### src/rtl/prog_check_runner.sv
// Program sequencer and self-checker: issues a table of instructions to a DUT, waits a fixed
// settle time, then compares the DUT output and register value against the table and tallies.
module prog_check_runner #(
  parameter int unsigned DW          = 8,
  parameter int unsigned DEPTH       = 16,
  parameter int unsigned AW          = $clog2(DEPTH),
  parameter int unsigned SETTLE      = 1,
  parameter bit          STOP_ON_ERR = 1'b0
) (
  input  logic          clk,
  input  logic          rst_n,
  input  logic          load_en,
  input  logic [AW-1:0] load_addr,
  input  logic [DW-1:0] load_instr,
  input  logic [DW-1:0] load_exp_out,
  input  logic [DW-1:0] load_exp_reg,
  input  logic [AW:0]   prog_len,
  input  logic          start,
  output logic [DW-1:0] instr,
  output logic          instr_valid,
  input  logic [DW-1:0] dut_out,
  input  logic [DW-1:0] dut_reg,
  output logic          busy,
  output logic          done,
  output logic          pass,
  output logic [AW:0]   err_count,
  output logic          first_err_valid,
  output logic [AW-1:0] first_err,
  output logic [AW-1:0] cur_idx
);

  localparam logic [2:0] StIdle  = 3'd0;
  localparam logic [2:0] StIssue = 3'd1;
  localparam logic [2:0] StWait  = 3'd2;
  localparam logic [2:0] StCheck = 3'd3;
  localparam logic [2:0] StDone  = 3'd4;

  localparam logic [AW:0]   DepthW   = (AW + 1)'(DEPTH);
  localparam logic [AW:0]   CntOne   = {{AW{1'b0}}, 1'b1};
  localparam logic [AW-1:0] IdxOne   = {{(AW - 1){1'b0}}, 1'b1};
  localparam logic [3:0]    SettleM1 = (SETTLE > 0) ? 4'(SETTLE - 1) : 4'd0;

  // Table storage has no reset so a loaded program survives a reset.
  logic [DW-1:0] mem_instr   [DEPTH];
  logic [DW-1:0] mem_exp_out [DEPTH];
  logic [DW-1:0] mem_exp_reg [DEPTH];

  logic [2:0]    state_q, state_d;
  logic [AW:0]   len_q, len_d;
  logic [3:0]    wait_q, wait_d;
  logic [DW-1:0] instr_q, instr_d;
  logic          instr_valid_q, instr_valid_d;
  logic          busy_q, busy_d;
  logic          done_q, done_d;
  logic          pass_q, pass_d;
  logic [AW:0]   err_q, err_d;
  logic          fev_q, fev_d;
  logic [AW-1:0] fe_q, fe_d;
  logic [AW-1:0] cur_q, cur_d;
  logic          mismatch;
  logic          last;

  always_ff @(posedge clk) begin
    if (load_en && !busy_q) begin
      mem_instr[load_addr]   <= load_instr;
      mem_exp_out[load_addr] <= load_exp_out;
      mem_exp_reg[load_addr] <= load_exp_reg;
    end
  end

  always_comb begin
    state_d       = state_q;
    len_d         = len_q;
    wait_d        = wait_q;
    instr_d       = instr_q;
    instr_valid_d = instr_valid_q;
    busy_d        = busy_q;
    done_d        = done_q;
    pass_d        = pass_q;
    err_d         = err_q;
    fev_d         = fev_q;
    fe_d          = fe_q;
    cur_d         = cur_q;
    mismatch      = (dut_out != mem_exp_out[cur_q]) || (dut_reg != mem_exp_reg[cur_q]);
    last          = ({1'b0, cur_q} == (len_q - CntOne));

    case (state_q)
      StIdle, StDone: begin
        // busy still set means DONE was just entered: publish the result this cycle.
        if (state_q == StDone && busy_q) begin
          busy_d        = 1'b0;
          instr_valid_d = 1'b0;
          instr_d       = '0;
          done_d        = 1'b1;
          pass_d        = (err_q == '0);
        end else if (start && !busy_q) begin
          len_d   = (prog_len > DepthW) ? DepthW : prog_len;
          err_d   = '0;
          fev_d   = 1'b0;
          fe_d    = '0;
          done_d  = 1'b0;
          pass_d  = 1'b0;
          cur_d   = '0;
          busy_d  = 1'b1;
          state_d = (len_d == '0) ? StDone : StIssue;
        end
      end
      StIssue: begin
        instr_d       = mem_instr[cur_q];
        instr_valid_d = 1'b1;
        wait_d        = 4'd0;
        state_d       = (SETTLE > 0) ? StWait : StCheck;
      end
      StWait: begin
        if (wait_q == SettleM1) begin
          state_d = StCheck;
        end else begin
          wait_d = wait_q + 4'd1;
        end
      end
      StCheck: begin
        if (mismatch) begin
          if (err_q != '1) begin
            err_d = err_q + CntOne;
          end
          if (!fev_q) begin
            fev_d = 1'b1;
            fe_d  = cur_q;
          end
        end
        if (last || (mismatch && STOP_ON_ERR)) begin
          state_d = StDone;
        end else begin
          cur_d   = cur_q + IdxOne;
          state_d = StIssue;
        end
      end
      default: state_d = StIdle;
    endcase
  end

  always_ff @(posedge clk) begin
    if (!rst_n) begin
      state_q       <= StIdle;
      len_q         <= '0;
      wait_q        <= '0;
      instr_q       <= '0;
      instr_valid_q <= 1'b0;
      busy_q        <= 1'b0;
      done_q        <= 1'b0;
      pass_q        <= 1'b0;
      err_q         <= '0;
      fev_q         <= 1'b0;
      fe_q          <= '0;
      cur_q         <= '0;
    end else begin
      state_q       <= state_d;
      len_q         <= len_d;
      wait_q        <= wait_d;
      instr_q       <= instr_d;
      instr_valid_q <= instr_valid_d;
      busy_q        <= busy_d;
      done_q        <= done_d;
      pass_q        <= pass_d;
      err_q         <= err_d;
      fev_q         <= fev_d;
      fe_q          <= fe_d;
      cur_q         <= cur_d;
    end
  end

  assign instr           = instr_q;
  assign instr_valid     = instr_valid_q;
  assign busy            = busy_q;
  assign done            = done_q;
  assign pass            = pass_q;
  assign err_count       = err_q;
  assign first_err_valid = fev_q;
  assign first_err       = fe_q;
  assign cur_idx         = cur_q;

endmodule

### config.mk
export PLATFORM = sky130hd
export DESIGN_NAME = prog_check_runner
export DESIGN_NICKNAME = d
export VERILOG_FILES = /design/src/rtl/prog_check_runner.sv
export SDC_FILE = /design/constraint.sdc
export NUM_CORES = 1
export LEC_CHECK = 0
export CAP_MARGIN = 20
export CORE_UTILIZATION = 36
export DETAILED_ROUTE_END_ITERATION = 12
export DONT_BUFFER_PORTS = 1
export PLACE_DENSITY = 0.54
export SLEW_MARGIN = 25
export SYNTH_ARGS = -nofsm -noshare
export SYNTH_HDL_FRONTEND = slang
export SYNTH_SLANG_ARGS = --single-unit
### constraint.sdc
create_clock -name clk -period 9.3 [get_ports clk]
set_input_delay 1.395 -clock clk [delete_from_list [all_inputs] [get_ports clk]]
set_output_delay 1.395 -clock clk [all_outputs]
set_load 0.005 [all_outputs]
==> results.py, run 1 <==
metrics = {
    "outcome": {
        "status": "complete, no violations",
    },
    "clock_tree": {
        "max-clock-path-buffers": 3,
        "clkTransAtPathRegs_ps": 60,
        "cts_made_buffers": 46,
        "clkLatencyLatePin_ps": 580,
        "clockRootBuffer": "clkbuf_16",
        "clkSinkCount": 426,
        "post_cts_resize_count": 0,
        "postCtsSetupRepairBufs": 0,
        "h-tree-depth": 2,
        "cts_tree": "yes",
        "hold_buffers": 0,
    },
    "critical_path": {
        "crit_fanout": 49,
        "slowest_stage": "buf_4",
        "worst_setup_path_end_kind": "flop",
        "path_buf_inv": 1,
        "cp_slowest_stage_delay_ps": 730,
        "critical_path.top_delay_family": "multiplexers",
        "crit_type": "flop to flop",
        "cp_cell_sequence": "buf_4, mux4_2, mux4_2, xor2_1, nor4_2, nand4_1, o21a_1, a32o_1",
        "arrival_ps": 4650,
        "crit_top_cell": "mux4_2",
        "setup.worst_path.start_class": "flop",
        "worstPathRequired_ps": 9760,
    },
    "grt": {
        "grt_usage": 0.162,
        "top_usage_layer": "met2",
        "grt-ovfl-total": 0,
        "grtUsageMet2": 0.251,
        "grt_max_degree": 50,
        "antenna_found_initial": 0,
        "grt_pass1_vias": 8238,
        "use_met3": 0.0392,
        "gr-usage-met1": 0.225,
        "grt_pass1_wl_um": 55500,
    },
    "power": {
        "power.density_mw_per_mm2": 219,
        "vdd_drop_max_mv": 0.136,
        "p_total_mw": 4.23,
        "p_leak_nw": 5.81,
    },
    "layout": {
        "drive_gt1_frac": 0.230,
        "multiInputGateArea_mm2": 0.00435,
        "regArea_mm2": 0.0124,
        "design_area_mm2": 0.0193,
        "diodes": 0,
        "final_core_util": 0.422,
        "num-nets-final": 962,
        "num-fill-cells": 3960,
        "area_growth_pct": 14.7,
        "fin_cells": 1538,
    },
    "placed_design": {
        "place_ws_ps": 5080,
        "place.gp.congestion": 0.744,
        "dp_cells": 1454,
        "place_area_mm2": 0.0178,
        "hpwl_um": 22000,
        "portBuffers": 0,
    },
    "timing": {
        "skew_ps": 18.5,
        "finalSetupViolCount": 0,
        "fmax_ghz": 0.239,
        "tightest_slew_ps": 1000,
        "final.hold.worst_slack_ps": 489,
        "min_period_ps": 4190,
        "timing.final.ws_setup_ps": 5110,
        "slew_headroom": 0.315,
        "final_hold_viol_count": 0,
        "finalMaxSlewViolations": 0,
        "rsz0062_at_grt": "false",
        "setup_tns_ps": 0,
        "finalCritPeriodShare": 0.451,
    },
    "synthesis": {
        "netlist_instances": 869,
        "synth.distinct_cells": 57,
        "synthDominantCellAreaShare": 0.684,
        "ys_seq_area_frac": 0.734,
        "synth-main-ff-cell": "edfxtp_1",
        "syn_area_mm2": 0.0168,
        "synth_async_sr_flop_share": 0,
        "yosys-top-cells-area": "edfxtp_1 68%, mux4_2 13%, dfxtp_1 5.0%, mux2i_1 2.3%, a22oi_1 0.94%",
        "synthSimpleGateAreaFrac": 0.0436,
        "yosys.area_share.adder": 0.00520,
        "syn-num-nets": 929,
        "synth_compound_area_frac": 0.0369,
        "postSynthAreaPerCell_um2": 19.4,
        "synth_warnings": 0,
        "synthMuxAreaShare": 0.152,
        "synth_edf_count": 384,
        "ys_seq_elements": 426,
        "synth_top_family_by_area": "multiplexers",
        "synth_xor_area_frac": 0.0135,
        "synth_top_cell_by_area": "edfxtp_1",
    },
    "run": {
        "maxCapViolations": 0,
    },
    "floorplan": {
        "die-area_mm2": 0.0477,
        "die_h_um": 218,
        "fp-row-count": 78,
        "start_util": 0.368,
        "die_w_um": 218,
        "coreArea_mm2": 0.0458,
        "ios": 79,
    },
    "route": {
        "vias": 8145,
        "wl_per_cell_um": 24.7,
        "drtIter0Drc": 693,
        "vias_per_cell": 5.30,
        "route.detailed.drc": 0,
        "dr.pass1.iters": 4,
        "routed_wl_um": 37900,
        "postRouteAntennaNets": 0,
    },
    "hold_path": {
        "hold_class": "flop to flop",
    },
}
## where the power goes
part           internal [mW]  leakage, nW  switching (mW)
Combinational          0.104         1.27           0.136
Clock                   1.07        0.737           0.745
Sequential              2.13         3.81          0.0405
## placed cells by master, fill, tap and decap left out, drive strengths merged, types with 3 or more instances in the layout
cell,instances
o21ai,16
a22oi,21
edfxtp,384
buf,24
and2,5
xnor2,13
a21boi,8
mux2i,38
bufinv,6
a32o,4
nand2b,7
nor2b,25
nand4b,3
dfxtp,42
nand3,6
nand4,5
clkinv,25
a21oi,9
nor4,3
nor2,25
a211oi,5
o21a,3
xor2,13
or3,4
mux4,96
inv,13
ha,7
nand3b,4
clkbuf,49
nand2,31
a22o,5
nor3,8
## metal layers
metal,vias up,routed length [um]
li1,3618,-
met4,0,707
met1,4295,17400
met5,-,0
met3,50,2180
met2,182,17600
## final timing paths
check,startpoint,endpoint,slack [ps],cells past startpoint
worst max-delay path,flop,first_err[2],5110,8
worst min-delay path,instr_valid,instr_valid,490,2
worst max register to register,flop,first_err[2],5110,8
worst min register to register,instr_valid,instr_valid,490,2
## logic make-up after synthesis
group,Yosys count
buffers and inverters,50
adder cells (fa/ha/maj),7
XOR/XNOR,26
AND/OR/NAND/NOR,137
AO/OA/AOI/OAI,87
multiplexers,136
flip-flops,426
## worst min-delay path, delay by kind of cell (launching register included)
| family | cells | cell delay, ps |
|---|---|---|
| AOI/OAI and AO/OA | 1 | 50 |
| DFF | 1 | 330 |
| and+or+nand+nor | 1 | 60 |
## cell type report
cell class	count	share of cell area
Tap cell	600	0.0388
Sequential cell	426	0.641
Timing Repair Buffer	24	0.0159
Inverter	11	0.00214
Clock buffer	49	0.0601
Clock inverter	35	0.0173
Multi-Input combinational cell	393	0.225
## synth_stat cells (8+ instances only)
cell,instances
inv_1,11
a21oi_1,9
edfxtp_1,384
nand2_1,31
xor2_1,13
a22oi_1,21
mux2i_1,38
nor3_1,8
mux4_2,96
o21ai_0,14
xnor2_1,13
nor2_1,25
a21boi_0,8
buf_2,14
nor2b_1,25
dfxtp_1,42
clkbuf_1,12
Note: power is estimated with default switching activity, not from simulation.
==> run 2, diff against run 1 <==
- PLACE_DENSITY: 0.54 -> 0.56
- clock period: 9.3 -> 3.64 ns (I/O delays scaled with it)
==> run 2 against run 1 <==
Highest routed layer unchanged. Combinational power rose to 2.6 times the previous value. Largest cell class unchanged. Worst hold slack got worse by 420 ps. Register-to-register slack got worse by 4800 ps. Sequential share of layout area rose by 0.062 points. Routed wire length rose by 1.1%.
==> results.py, run 2 (synthesized netlist as in run 1, its figures left out) <==
metrics = {
    "outcome": {
        "status": "complete, no violations",
    },
    "power": {
        "power.density_mw_per_mm2": 556,
        "p_leak_nw": 5.82,
        "p_total_mw": 10.7,
        "vdd_drop_max_mv": 0.335,
    },
    "floorplan": {
        "die-area_mm2": 0.0477,
        "fp-row-count": 78,
        "die_h_um": 218,
        "start_util": 0.368,
        "die_w_um": 218,
        "ios": 79,
        "coreArea_mm2": 0.0458,
    },
    "timing": {
        "skew_ps": 15.6,
        "finalMaxSlewViolations": 0,
        "slew_headroom": 0.556,
        "rsz0062_at_grt": "false",
        "fmax_ghz": 0.298,
        "finalCritPeriodShare": 0.921,
        "tightest_slew_ps": 665,
        "finalSetupViolCount": 0,
        "final_hold_viol_count": 0,
        "setup_tns_ps": 0,
        "min_period_ps": 3350,
    },
    "clock_tree": {
        "hold_buffers": 0,
        "h-tree-depth": 2,
        "post_cts_resize_count": 0,
        "clockRootBuffer": "clkbuf_16",
        "cts_tree": "yes",
        "max-clock-path-buffers": 3,
        "clkLatencyLatePin_ps": 570,
        "postCtsSetupRepairBufs": 0,
        "clkTransAtPathRegs_ps": 60,
        "cts_made_buffers": 45,
        "clkSinkCount": 426,
    },
    "route": {
        "routed_wl_um": 38400,
        "vias_per_cell": 5.28,
        "drtIter0Drc": 626,
        "vias": 8160,
        "wl_per_cell_um": 24.8,
        "postRouteAntennaNets": 0,
        "dr.pass1.iters": 4,
        "route.detailed.drc": 0,
    },
    "critical_path": {
        "cp_slowest_stage_delay_ps": 600,
        "arrival_ps": 3800,
        "worstPathRequired_ps": 4090,
        "setup.worst_path.start_class": "flop",
        "slowest_stage": "dfxtp_4",
        "critical_path.top_delay_family": "compound AO/OA/AOI/OAI gates",
        "crit_type": "flop to flop",
        "r2r_cells": 10,
        "cp_cell_sequence": "buf_12, buf_4, mux2i_1, a22oi_1, a21boi_0, o21ai_0, a211oi_1, nand4_1, o21a_1, mux2_2",
        "worst_r2r_endpoint": "err_count[0]",
        "ff2ff_setup_slack_ps": 290,
        "crit_fanout": 20,
        "path_buf_inv": 2,
        "worst_setup_path_end_kind": "flop",
    },
    "placed_design": {
        "place.gp.congestion": 0.749,
        "portBuffers": 0,
        "place_area_mm2": 0.0178,
        "dp_cells": 1462,
        "hpwl_um": 21900,
    },
    "hold_path": {
        "hold_class": "input pin to flop",
        "hold_end": "mem_exp_reg[8][4]",
        "min_path_cells": 0,
        "min_from": "load_exp_reg[4]",
    },
    "layout": {
        "drive_gt1_frac": 0.243,
        "num-nets-final": 969,
        "fin_cells": 1546,
        "mostFrequentLayoutCells": "384 x edfxtp_1, 96 x mux4_2, 47 x clkbuf_16",
        "final_common_cell": "edfxtp_1",
        "multiInputGateArea_mm2": 0.00435,
        "diodes": 0,
        "regArea_mm2": 0.0124,
        "design_area_mm2": 0.0193,
        "num-fill-cells": 3930,
        "area_growth_pct": 14.6,
    },
    "grt": {
        "antenna_found_initial": 0,
        "grt_pass1_wl_um": 56000,
        "grt_max_degree": 39,
        "grt_usage": 0.165,
        "grt-ovfl-total": 0,
        "grt_pass1_vias": 8264,
    },
    "run": {
        "maxCapViolations": 0,
    },
}
-- run 2: area by class of cell --
type | instances | area share
Clock buffer | 53 | 0.0626
Tap cell | 600 | 0.0389
Inverter | 11 | 0.00214
Sequential cell | 426 | 0.641
Clock inverter | 31 | 0.0142
Timing Repair Buffer | 32 | 0.0157
Multi-Input combinational cell | 393 | 0.225
-- run 2: power by group --
group	leakage [nW]	switching, mW	internal [mW]
sequential	3.81	0.0990	5.45
clock	0.729	1.90	2.67
combinational	1.29	0.354	0.270
total	5.82	2.35	8.39
-- run 2: worst max path at each step --
stage                     from           endpoint  cells after the start
after floorplan           busy  mem_exp_out[8][0]                      4
after global placement    flop       err_count[0]                      9
after detailed placement  flop       err_count[0]                      9
after CTS                 flop       err_count[0]                      9
after global routing      flop       err_count[0]                      9
final                     flop       err_count[0]                     10
-- run 2: stage by stage --
step / setup WS, ps / hold slack [ps] / util
2_1_floorplan: 387 / 454 / -
3_3_place_gp: 279 / 471 / 0.389
3_5_place_dp: 263 / 480 / 0.389
4_1_cts: 268 / 38.3 / 0.422
5_1_grt: 27.4 / 46.4 / 0.422
6_report: 289 / 68.2 / 0.422
-- run 2: routing by layer --
metal  part of all wire  up-vias  track usage
li1                   -     3625            -
met1               0.44     4249        0.222
met2               0.47      237        0.260
met3              0.077       49       0.0473
met4              0.018        0       0.0464
met5                  0        -            0
==> run 3, diff against run 2 <==
- ABC_AREA: not set -> 1
- SLEW_MARGIN: 25 -> not set
==> run 3 against run 2 <==
Area after synthesis is 6.4% higher. Flip-flop and latch count stayed put. Critical endpoint is now first_err[0]. Register-to-register slack gained 640 ps. Non-clock buffer count increased by 1. Routed wire length up 22%. First-iteration DRC count up 34%. Largest power group unchanged. Clock-buffer cell count grew 6. Design area rose by 4.4%.
==> results.py, run 3 <==
metrics = {
    "outcome": {
        "status": "complete, no violations",
    },
    "route": {
        "route.detailed.drc": 0,
        "vias_per_cell": 5.05,
        "vias": 11800,
        "postRouteAntennaNets": 0,
        "dr.pass1.iters": 5,
        "routed_wl_um": 46700,
        "wl_per_cell_um": 20.0,
        "drtIter0Drc": 837,
    },
    "power": {
        "switching_share": 0.231,
        "p_int_mw": 8.27,
        "p_sw_mw": 2.48,
        "p_leak_nw": 7.29,
        "p_clk_frac": 0.411,
        "power.density_mw_per_mm2": 533,
        "pwr-share-comb": 0.075,
        "seq_power_share": 0.514,
        "vdd_drop_max_mv": 0.306,
    },
    "timing": {
        "fmax_ghz": 0.369,
        "setup_tns_ps": 0,
        "skew_ps": 19.1,
        "final.hold.worst_slack_ps": 64.1,
        "slew_headroom": 0.340,
        "final_hold_viol_count": 0,
        "finalCritPeriodShare": 0.744,
        "finalSetupViolCount": 0,
        "rsz0062_at_grt": "false",
        "tightest_slew_ps": 989,
        "finalMaxSlewViolations": 0,
        "min_period_ps": 2710,
    },
    "synthesis": {
        "synthSimpleGateAreaFrac": 0.177,
        "ys_seq_elements": 426,
        "yosysMostFrequentCell": "edfxtp_1",
        "synth-main-ff-cell": "edfxtp_1",
        "synth_async_sr_flop_share": 0,
        "synth_top_family_by_area": "simple AND/OR/NAND/NOR gates",
        "synth_top_cell_by_area": "edfxtp_1",
        "syn_area_mm2": 0.0179,
        "yosys-top-cells-area": "edfxtp_1 64%, nand2_1 7.6%, dfxtp_1 4.7%, nor2_1 4.3%, nand3_1 4.2%",
        "synth_edf_count": 384,
        "synthMuxAreaShare": 0,
        "synth_warnings": 0,
        "yosys.area_share.adder": 0.00489,
        "synthDominantCellAreaShare": 0.643,
        "postSynthAreaPerCell_um2": 10.9,
        "synth_compound_area_frac": 0.0686,
        "netlist_instances": 1638,
        "synth.distinct_cells": 41,
        "synth_commonest_cells": "384 x edfxtp_1, 361 x nand2_1, 207 x nor2_1, 152 x nand3_1, 141 x inv_1",
        "synth_xor_area_frac": 0.00391,
        "ys_seq_area_frac": 0.690,
        "syn-num-nets": 1698,
    },
    "grt": {
        "grt_pass1_vias": 11700,
        "antenna_found_initial": 0,
        "grt_pass1_wl_um": 70500,
        "grt_max_degree": 173,
        "grt_usage": 0.188,
        "grt-ovfl-total": 0,
    },
    "critical_path": {
        "arrival_ps": 3160,
        "crit_type": "flop to flop",
        "worst_r2r_endpoint": "first_err[0]",
        "crit_fanout": 172,
        "ff2ff_setup_slack_ps": 930,
        "r2r_cells": 16,
        "worst_setup_path_end_kind": "flop",
        "worstPathRequired_ps": 4090,
        "setup.worst_path.start_class": "flop",
        "setup.worst_path.end": "first_err[0]",
    },
    "layout": {
        "multiInputGateArea_mm2": 0.00467,
        "regArea_mm2": 0.0124,
        "num-nets-final": 1697,
        "drive_gt1_frac": 0.0772,
        "num-fill-cells": 4666,
        "diodes": 0,
        "mostFrequentLayoutCells": "384 x edfxtp_1, 361 x nand2_1, 191 x nor2_1",
        "area_growth_pct": 12.5,
        "final_common_cell": "edfxtp_1",
    },
    "floorplan": {
        "die_w_um": 225,
        "die-area_mm2": 0.0507,
        "die_h_um": 225,
        "ios": 79,
        "start_util": 0.365,
        "coreArea_mm2": 0.0491,
        "fp-row-count": 81,
    },
    "clock_tree": {
        "post_cts_resize_count": 0,
        "h-tree-depth": 2,
        "clkTransAtPathRegs_ps": 60,
        "cts_made_buffers": 45,
        "hold_buffers": 0,
        "clkSinkCount": 426,
        "cts_tree": "yes",
        "clkLatencyLatePin_ps": 580,
        "clockRootBuffer": "clkbuf_16",
        "postCtsSetupRepairBufs": 0,
        "max-clock-path-buffers": 3,
    },
    "placed_design": {
        "portBuffers": 0,
        "hpwl_um": 25400,
        "place.gp.congestion": 0.749,
    },
    "run": {
        "maxCapViolations": 0,
    },
    "hold_path": {
        "hold_class": "input pin to flop",
        "min_from": "load_exp_out[6]",
    },
}
[run 3: critical path: stages, from the launching register on]
cell and delay, ps:
dfxtp_4 370, buf_12 530, nand2_1 100, nand2_1 100, nand2_1 50, nand3_1 120, nand3_1 130, nand3_1 140
nand2_1 160, nor2_1 120, nand2_1 100, nor2_2 140, nand3_4 160, nand3_4 130, nand2_1 80, nand2_1 60
nor2_1 40
[run 3: per-layer routing]
metal / GRT usage / wire length, um
met1: 0.235 / 19200
met2: 0.318 / 22700
met3: 0.0472 / 3550
met4: 0.0595 / 1220
met5: 0 / 0
[run 3: metrics by stage]
stage          setup slack (ps)  std cells  utilization  power, mW  instance area [um2]
6_report                    933       2335        0.411       10.7                20200
5_1_grt                     569       2335        0.411       11.2                20200
4_1_cts                     901       2334        0.410       10.8                20100
3_5_place_dp                898       2253        0.382       6.44                18700
3_3_place_gp                923       2253        0.382       6.42                18700
2_1_floorplan              1300       1638            -       6.22                17900
[run 3: cell type report]
class | count | area share
Clock inverter | 22 | 0.00912
Clock buffer | 59 | 0.0606
Sequential cell | 426 | 0.614
Inverter | 146 | 0.0274
Tap cell | 664 | 0.0412
Multi-Input combinational cell | 985 | 0.232
Timing Repair Buffer | 33 | 0.0158
[run 3: power groups by stage]
stage	logic [mW]	clock network, mW	registers (mW)
2_1_floorplan	0.612	0	5.61
3_3_place_gp	0.792	0	5.63
3_5_place_dp	0.803	0	5.63
4_1_cts	0.807	4.51	5.53
5_1_grt	0.921	4.69	5.54
6_report	0.803	4.41	5.53
[run 3: logic make-up (layout without fill, tap and decap cells)]
logic type	Yosys count	in the layout
simple gates	759	759
flops	426	426
buf+inv	227	260
compound gates	211	211
xor+xnor	8	8
fa+ha+maj	7	7
[run 3: worst min-delay path by stage]
stage | end | slack [ps] | depth (start not counted)
3_3_place_gp | wait_q[1] | 470 | 2
5_1_grt | mem_exp_out[5][2] | 40 | 0
3_5_place_dp | instr[1] | 480 | 2
2_1_floorplan | instr[1] | 450 | 2
6_report | mem_exp_out[1][6] | 60 | 0
4_1_cts | mem_instr[15][7] | 30 | 0
